[config.mk]
export PLATFORM = sky130hd
export DESIGN_NAME = vertex_expand
export DESIGN_NICKNAME = d
export VERILOG_FILES = /design/src/rtl/graph_pkg.sv /design/src/rtl/vertex_expand.sv
export SDC_FILE = /design/constraint.sdc
export NUM_CORES = 1
export LEC_CHECK = 0
export ABC_AREA = 1
export CORE_ASPECT_RATIO = 0.5
export CORE_MARGIN = 3
export CORE_UTILIZATION = 52
export CTS_CLUSTER_DIAMETER = 60
export DETAILED_ROUTE_END_ITERATION = 8
export PLACE_DENSITY_LB_ADDON = 0.1
export SLEW_MARGIN = 20
export SYNTH_ARGS = -nofsm -noshare
export SYNTH_HDL_FRONTEND = slang
export SYNTH_SLANG_ARGS = --single-unit
[constraint.sdc]
create_clock -name clk_in -period 2.97 [get_ports clk_in]
set_clock_uncertainty 0.05 [all_clocks]
set_input_delay 0.891 -clock clk_in [delete_from_list [all_inputs] [get_ports clk_in]]
set_output_delay 0.891 -clock clk_in [all_outputs]
set_load 0.05 [all_outputs]
[src/rtl/graph_pkg.sv]
// Shared types for the graph traversal pipeline: address/word types, the
// vertex expansion state encoding and the neighbour-count saturation helper.
package graph_pkg;

    typedef logic [31:0] addr_t;
    typedef logic [31:0] word_t;

    typedef enum logic [1:0] {
        IDLE = 2'd0,
        FEAT = 2'd1,
        EMIT = 2'd2
    } expand_state_t;

    localparam int DEFAULT_DIM = 2;

    // Clamp a raw neighbour count to the per-vertex limit.
    function automatic word_t sat_count(input word_t raw, input word_t limit);
        word_t res;
        if (raw > limit) begin
            res = limit;
        end else begin
            res = raw;
        end
        return res;
    endfunction

endpackage

[src/rtl/vertex_expand.sv]
// Vertex expander: latches one fetched record, emits its feature vector, then
// streams its neighbour addresses. Optional counters under VERTEX_EXPAND_STATS_EN.
module vertex_expand
    import graph_pkg::*;
#(
    parameter int    DIM        = DEFAULT_DIM,
    parameter int    MAX_NEIGH  = 64,
    parameter addr_t NEIGH_BASE = 32'h0000_0000
) (
    input  logic  clk_in,
    input  logic  rst_in,
    input  logic  rec_valid_in,
    input  addr_t rowidx_in,
    input  word_t data_in [DIM:0],
    output logic  rec_ready_out,
    output word_t feat_out [DIM-1:0],
    output logic  feat_valid_out,
    input  logic  feat_ready_in,
    output addr_t neigh_addr_out,
    output logic  neigh_valid_out,
    output logic  neigh_last_out,
    input  logic  neigh_ready_in,
    output logic  done_out,
`ifdef VERTEX_EXPAND_STATS_EN
    output word_t vtx_count_out,
    output word_t neigh_count_out,
`endif
    output logic  trunc_out
);

    localparam word_t MAX_NEIGH_W = word_t'(MAX_NEIGH);

    expand_state_t state_r;
    addr_t         base_r;
    word_t         cnt_r;
    word_t         idx_r;
    logic          feat_hs_s;
    logic          neigh_hs_s;

    assign feat_hs_s  = feat_valid_out && feat_ready_in;
    assign neigh_hs_s = neigh_valid_out && neigh_ready_in;

    // done_out marks the completing handshake itself, so it is decoded from registered state in that cycle.
    always_comb begin
        done_out = 1'b0;
        if (rst_in) begin
            done_out = 1'b0;
        end else if (feat_hs_s && (cnt_r == 32'd0)) begin
            done_out = 1'b1;
        end else if (neigh_hs_s && neigh_last_out) begin
            done_out = 1'b1;
        end else begin
            done_out = 1'b0;
        end
    end

    // Expansion FSM with all handshake outputs registered.
    always_ff @(posedge clk_in) begin
        if (rst_in) begin
            state_r         <= IDLE;
            base_r          <= 32'd0;
            cnt_r           <= 32'd0;
            idx_r           <= 32'd0;
            rec_ready_out   <= 1'b1;
            feat_valid_out  <= 1'b0;
            neigh_valid_out <= 1'b0;
            neigh_last_out  <= 1'b0;
            neigh_addr_out  <= 32'd0;
            trunc_out       <= 1'b0;
            for (int i = 0; i < DIM; i++) begin
                feat_out[i] <= 32'd0;
            end
        end else begin
            case (state_r)
                IDLE: begin
                    if (rec_valid_in && rec_ready_out) begin
                        base_r <= rowidx_in;
                        cnt_r  <= sat_count(data_in[0], MAX_NEIGH_W);
                        idx_r  <= 32'd0;
                        if (data_in[0] > MAX_NEIGH_W) begin
                            trunc_out <= 1'b1;
                        end
                        for (int i = 0; i < DIM; i++) begin
                            feat_out[i] <= data_in[i+1];
                        end
                        rec_ready_out  <= 1'b0;
                        feat_valid_out <= 1'b1;
                        state_r        <= FEAT;
                    end
                end
                FEAT: begin
                    if (feat_ready_in) begin
                        feat_valid_out <= 1'b0;
                        if (cnt_r == 32'd0) begin
                            rec_ready_out <= 1'b1;
                            state_r       <= IDLE;
                        end else begin
                            neigh_valid_out <= 1'b1;
                            neigh_addr_out  <= NEIGH_BASE + base_r;
                            neigh_last_out  <= (cnt_r == 32'd1);
                            state_r         <= EMIT;
                        end
                    end
                end
                EMIT: begin
                    if (neigh_ready_in) begin
                        if (neigh_last_out) begin
                            neigh_valid_out <= 1'b0;
                            neigh_last_out  <= 1'b0;
                            rec_ready_out   <= 1'b1;
                            state_r         <= IDLE;
                        end else begin
                            // Addresses wrap modulo 2^32 by construction of the 32-bit sum.
                            idx_r          <= idx_r + 32'd1;
                            neigh_addr_out <= NEIGH_BASE + base_r + idx_r + 32'd1;
                            neigh_last_out <= ((idx_r + 32'd2) == cnt_r);
                        end
                    end
                end
                default: begin
                    state_r         <= IDLE;
                    rec_ready_out   <= 1'b1;
                    feat_valid_out  <= 1'b0;
                    neigh_valid_out <= 1'b0;
                    neigh_last_out  <= 1'b0;
                end
            endcase
        end
    end

`ifdef VERTEX_EXPAND_STATS_EN
    // Free-running vertex and neighbour counters, wrapping at 2^32.
    always_ff @(posedge clk_in) begin
        if (rst_in) begin
            vtx_count_out   <= 32'd0;
            neigh_count_out <= 32'd0;
        end else begin
            if (done_out) begin
                vtx_count_out <= vtx_count_out + 32'd1;
            end
            if (neigh_hs_s) begin
                neigh_count_out <= neigh_count_out + 32'd1;
            end
        end
    end
`endif

endmodule

======== Yosys cells after proc, flatten, opt, wreduce, memory -nomap -nowiden ========
Index checks and enable logic that the tools add are counted.
cells by class
  $add $sub $neg .......................... 4
  order comparisons ....................... 1
  equal/unequal tests ..................... 11
  multiplexer cells ....................... 38
  bitwise gates (word level) .............. 2
  reductions and logical operators ........ 18
operators by type and width
  cell                                                                              number
  32-bit 2-to-1 mux                                                                 8
  32-bit one-hot mux with 2 select lines                                            2
  32-bit by 1-bit adder with 32-bit output, second input constant                   2
  32-bit by 2-bit adder with 32-bit output, second input constant                   1
  32-bit adder                                                                      1
  32-bit by 1-bit == test with 1-bit output, second input constant                  1
  32-bit == test                                                                    1
  32-bit by 7-bit greater-than comparator with 1-bit output, second input constant  1
  32-bit zero test                                                                  1
  1-bit 2-to-1 mux                                                                  18
  5-bit AND reduction                                                               3
  2-bit != test, second input constant                                              7
  1-bit one-hot mux with 3 select lines                                             4
  4-bit AND reduction                                                               3
  2-bit 2-to-1 mux                                                                  5
  2-bit one-hot mux with 3 select lines                                             1
  3-bit AND reduction                                                               2
  1-bit logical AND                                                                 5
  2-bit nonzero test                                                                2
  2-bit by 1-bit == test with 1-bit output, second input constant                   1
  2-bit == test, second input constant                                              1
  2-bit zero test                                                                   1
  1-bit inverter                                                                    2
  2-bit AND reduction                                                               1
storage, ports and cells
  register bits ........................... 199
  input port bits ......................... 133
  output and inout port bits .............. 102
  logic and storage cells ................. 86

======== Depth between registers and ports, before layout ========
  depth in word-level cells ............... 5
  depth in mapped cells ................... 18
  mapped depth without buffers ............ 18

======== Least setup slack after synthesis ========
OpenSTA, ideal clock, no wires.
  kind .................................... input -> output
  from .................................... input rst_in
  to ...................................... output done_out
  data arrival time ....................... 2.021 ns
  required time ........................... 2.029 ns
  setup slack ............................. 0.008 ns
  cell stages on the path ................. 3
  path buffers ............................ 2
  cell sequence ........................... clkbuf_1 > clkbuf_1 > a21oi_1
between the ends
  word-level cells in the longest chain between the ends .. 1
RTL lines
  item              line                 text
  from (decl)       vertex_expand.sv:11  input logic rst_in,
  1-bit 2-to-1 mux  vertex_expand.sv:46  if (rst_in) begin
  to (decl)         vertex_expand.sv:23  output logic done_out,
No other way between the ends.

======== Worst setup path in the final report ========
  from .................................... register cnt_r[19]
  to ...................................... output done_out
between the ends
  word-level cells in the longest chain between the ends .. 4
RTL lines
  item                    line                 text
  from (decl)             vertex_expand.sv:35  word_t cnt_r;
  from (signal assigned)  vertex_expand.sv:78  cnt_r <= sat_count(data_in[0], MAX_NEIGH_W);
  32-bit zero test        vertex_expand.sv:48  end else if (feat_hs_s && (cnt_r == 32'd0)) begin
  1-bit logical AND       vertex_expand.sv:48
  1-bit 2-to-1 mux        vertex_expand.sv:48
  1-bit 2-to-1 mux        vertex_expand.sv:46
No other way between the ends.

==> metrics.log <==
[metrics] area growth from synthesis to layout: 32.36%
[metrics] detailed-route vias per instance: 5.533
[metrics] CP Launch Type: register
[metrics] # nets final: 2007
[metrics] endpoints failing setup: 0
[metrics] routability-driven placement congestion ratio: 1.009
[metrics] final wirelength: 36870 µm
[metrics] Power Internal: 0.006329 W
[metrics] critical path required time: 2.03 ns
[metrics] Max Slew Vio Count: 0
[metrics] Min-Delay Path Class: reg2reg
[metrics] most common cell after layout, fill and taps aside: sky130_fd_sc_hd__nand2_1
[metrics] Initial Util: 54.13%
[metrics] crit path DAT: 1.99 ns
[metrics] Leakage Power: 5.833 nW
[metrics] Yosys reg bits: 199
[metrics] area taken by flip-flops and latches: 3988 µm²
[metrics] final worst path period share: 98.53%
[metrics] Detail Route Antenna Nets: 0
[metrics] number of DRC markers in iteration 0: 1113
[metrics] reported net switching power: 0.005454 W
[metrics] async set or reset register ratio after synthesis: 0%
[metrics] Hold Buf Count CTS: 0
[metrics] VDD IR max: 0.6620 mV
[metrics] number of different library cells in the post-synthesis netlist: 48
[metrics] H-tree lvl count: 4
[metrics] final design utilization: 71.64%
[metrics] CTS Buffer Depth: 2
[metrics] clock insertion delay at the later pin of the skew report: 0.46 ns
[metrics] post-CTS clock slew at the launch and capture registers of the worst setup and hold paths: 0.07 ns
[metrics] via count of the first global-routing pass: 10.93k
[metrics] crit-path cells: inv_1, nand4_1, nor2_1, nand2_2, nor3_2, buf_4, nand3_4, a21oi_4, buf_12
[metrics] wire length of the first global-routing pass: 56970 µm
[metrics] initial antenna violation count: 0
[metrics] stage delay of the slowest cell on the critical path: 0.31 ns
[metrics] number of port buffers: 234
[metrics] proportion of synthesized chip area in sequential cells: 37.05%
[metrics] diode insertion count for antenna repair: 0
[metrics] Tightest Pin Transition: 0.5863 ns
[metrics] average routed wire per standard cell: 17.43 µm
[metrics] dominant register cell in the synthesized netlist: sky130_fd_sc_hd__dfxtp_1
[metrics] commonest non-fill, non-tap cells in the layout: sky130_fd_sc_hd__nand2_1 (293), sky130_fd_sc_hd__nor2_1 (275), sky130_fd_sc_hd__clkdlybuf4s50_1 (233), sky130_fd_sc_hd__dfxtp_1 (196), sky130_fd_sc_hd__o21ai_0 (168)
[metrics] vertical die dimension: 107.7 µm
[metrics] Crit. End Element: output pin
[metrics] half-perimeter wire length of the detailed placement result: 28370 µm
[metrics] multi-input logic area: 6020 µm²
[metrics] combinational group share of total power: 48.9%
[metrics] row cnt: 36
[metrics] vias after detailed routing: 11.71k
[metrics] number of design rule violations left after detail routing: 0
[metrics] layout cells sized above 1: 7.622%
[metrics] Cell Pwr Density: 828.0 nW/µm²
[metrics] number of nets produced by synthesis: 1769
[metrics] status: finished, final reports clean
[metrics] max_cap viols: 0
[metrics] tightest hold margin: 0.4047 ns
[metrics] ports placed on the boundary: 235
[metrics] leftover overflow at the end of global routing: 0
[metrics] largest fanout on the critical path: 3
[metrics] cell chosen for the clock root: sky130_fd_sc_hd__clkbuf_16
[metrics] CTS sink cnt: 199
[metrics] minimum setup slack in the final design: 0.04366 ns
[metrics] 1st-pass router iterations: 6
[metrics] power share of the sequential group: 31.5%
[metrics] count of flip-flops with a built-in enable after synthesis: 0
[metrics] die area: 22540 µm²
[metrics] max frequency: 341.7 MHz
[metrics] final hold viol count: 0
[metrics] maximum number of pins on one net before global-route repair: 109
[metrics] Slew headroom: 60.50%
[metrics] netlist area before placement: 10750 µm²
[metrics] number of buffers added by the clock tree synthesis step: 17
[metrics] critical path class: reg2out
[metrics] area of the core: 19860 µm²
[metrics] GRT Util Overall: 32.05%
[metrics] RSZ-0062 raised after global routing: true
[metrics] number of standard cells after synthesis: 1599
[metrics] Critical-path top delay cell: sky130_fd_sc_hd__dfxtp_1
[metrics] number of inserted filler cells in the final layout: 1665
[metrics] Tot Pwr: 0.01178 W
[metrics] die width: 209.4 µm
[metrics] fraction of power consumed by the clock network: 19.6%
[metrics] net switching share of the total power: 46.29%
[metrics] TritonCTS clock tree: built
[metrics] number of synthesis warnings: 0
[metrics] Tmin final: 2.926 ns
[metrics] post-synthesis average cell area: 6.724 µm²
[metrics] post-place setup slack: -0.02226 ns
-- state kept, by name, summed over array words and instances (netlist names) --
name,cells
state_r,2
feat_out,64
feat_valid_out,1
base_r,32
trunc_out,1
rec_ready_out,1
neigh_last_out,1
cnt_r,32
neigh_valid_out,1
idx_r,32
neigh_addr_out,32
-- cells by family (layout without fill, tap and decap cells) --
family	after synthesis	in the layout	synth area share [%]
AND/OR/NAND/NOR	758	758	30.13
AO/OA/AOI/OAI	356	356	17.83
buffers and inverters	213	464	7.553
flip-flops	199	199	37.05
adder cells (fa/ha/maj)	37	37	4.376
XOR/XNOR	36	36	3.061
-- area by class of cell --
type,instances,area share (%)
inverter,154,4.079
tap,266,2.339
multi-input combinational,1187,42.30
sequential,199,28.02
timing repair buffer,278,19.20
clock inverter,14,0.9759
clock buffer,18,3.086
-- metrics by stage --
step	instance area [µm²]	TNS, ns	std cells
after floorplan	10750	0	1599
after CTS	14170	0	2112
after global placement	13560	0	2080
final	14230	0	2116
after detailed placement	13560	-0.03347	2080
after global routing	14230	-0.05425	2116
-- power by group through the flow --
| stage | clock (W) | combinational [W] | sequential (W) |
|---|---|---|---|
| floorplan | 0 | 0.00213 | 0.00524 |
| global placement | 0 | 0.00559 | 0.00373 |
| detailed placement | 0 | 0.00568 | 0.00375 |
| CTS | 0.00233 | 0.00573 | 0.00370 |
| global route | 0.00244 | 0.00619 | 0.00379 |
| finish | 0.00231 | 0.00576 | 0.00371 |
-- routing by layer --
| metal | routed length [µm] | GRT usage (%) | vias to the layer above |
|---|---|---|---|
| met4 | 1073 | 11.03 | 0 |
| li1 | - | - | 5736 |
| met3 | 3743 | 10.86 | 82 |
| met1 | 15820 | 41.81 | 5385 |
| met5 | 0 | 0 | - |
| met2 | 16230 | 49.86 | 505 |
-- worst paths after layout --
check	endpoint	startpoint	slack [ns]	depth (start not counted)
worst min register to register	cnt_r[25]	cnt_r[25]	0.40	2
worst max register to register	neigh_addr_out[29]	idx_r[2]	0.22	13
worst max-delay path	done_out	cnt_r[19]	0.04	9
worst min-delay path	cnt_r[25]	cnt_r[25]	0.40	2
-- critical path, delay by kind of cell (launching register included) --
kind,cells,cell delay (ns)
compound gates,1,0.15
flops,1,0.31
simple gates,5,0.65
buf+inv,3,0.41
-- Yosys cell counts (2+ instances only) --
| cell type | count | area share (%) |
|---|---|---|
| sky130_fd_sc_hd__a211oi_1 | 4 | 0.28 |
| sky130_fd_sc_hd__a2111oi_0 | 2 | 0.16 |
| sky130_fd_sc_hd__a21oi_1 | 135 | 6.3 |
| sky130_fd_sc_hd__nor2_4 | 8 | 0.84 |
| sky130_fd_sc_hd__nand4_1 | 17 | 0.99 |
| sky130_fd_sc_hd__nand3_1 | 68 | 3.2 |
| sky130_fd_sc_hd__a21o_1 | 5 | 0.35 |
| sky130_fd_sc_hd__o21ai_0 | 168 | 7.8 |
| sky130_fd_sc_hd__o21bai_1 | 8 | 0.56 |
| sky130_fd_sc_hd__dfxtp_1 | 199 | 37 |
| sky130_fd_sc_hd__clkinv_1 | 2 | 0.070 |
| sky130_fd_sc_hd__or2_2 | 4 | 0.23 |
| sky130_fd_sc_hd__a31oi_1 | 6 | 0.35 |
| sky130_fd_sc_hd__a21boi_0 | 5 | 0.35 |
| sky130_fd_sc_hd__nand2_2 | 5 | 0.29 |
| sky130_fd_sc_hd__nor2_2 | 14 | 0.81 |
| sky130_fd_sc_hd__o21a_1 | 6 | 0.42 |
| sky130_fd_sc_hd__nor2_1 | 278 | 9.7 |
| sky130_fd_sc_hd__nor3_1 | 42 | 2.0 |
| sky130_fd_sc_hd__ha_1 | 36 | 4.2 |
| sky130_fd_sc_hd__xor2_1 | 26 | 2.1 |
| sky130_fd_sc_hd__and3_1 | 2 | 0.12 |
| sky130_fd_sc_hd__nand3_2 | 5 | 0.47 |
| sky130_fd_sc_hd__inv_2 | 6 | 0.21 |
| sky130_fd_sc_hd__clkbuf_1 | 53 | 1.9 |
| sky130_fd_sc_hd__buf_2 | 4 | 0.19 |
| sky130_fd_sc_hd__nand3b_1 | 5 | 0.35 |
| sky130_fd_sc_hd__nor4_1 | 13 | 0.76 |
| sky130_fd_sc_hd__xnor2_1 | 9 | 0.73 |
| sky130_fd_sc_hd__o211ai_1 | 7 | 0.49 |
| sky130_fd_sc_hd__inv_1 | 146 | 5.1 |
| sky130_fd_sc_hd__o211a_1 | 2 | 0.19 |
| sky130_fd_sc_hd__nand2_1 | 294 | 10 |
-- repair_timing --
| action | CTS | global route |
|---|---|---|
| endpoints found under the setup margin | 1 | 3 |
| pin swaps | 3 | 6 |
| buffers inserted | 0 | 4 |
| gates resized for setup | 11 | 8 |
Power figures use the tool's default switching activity.
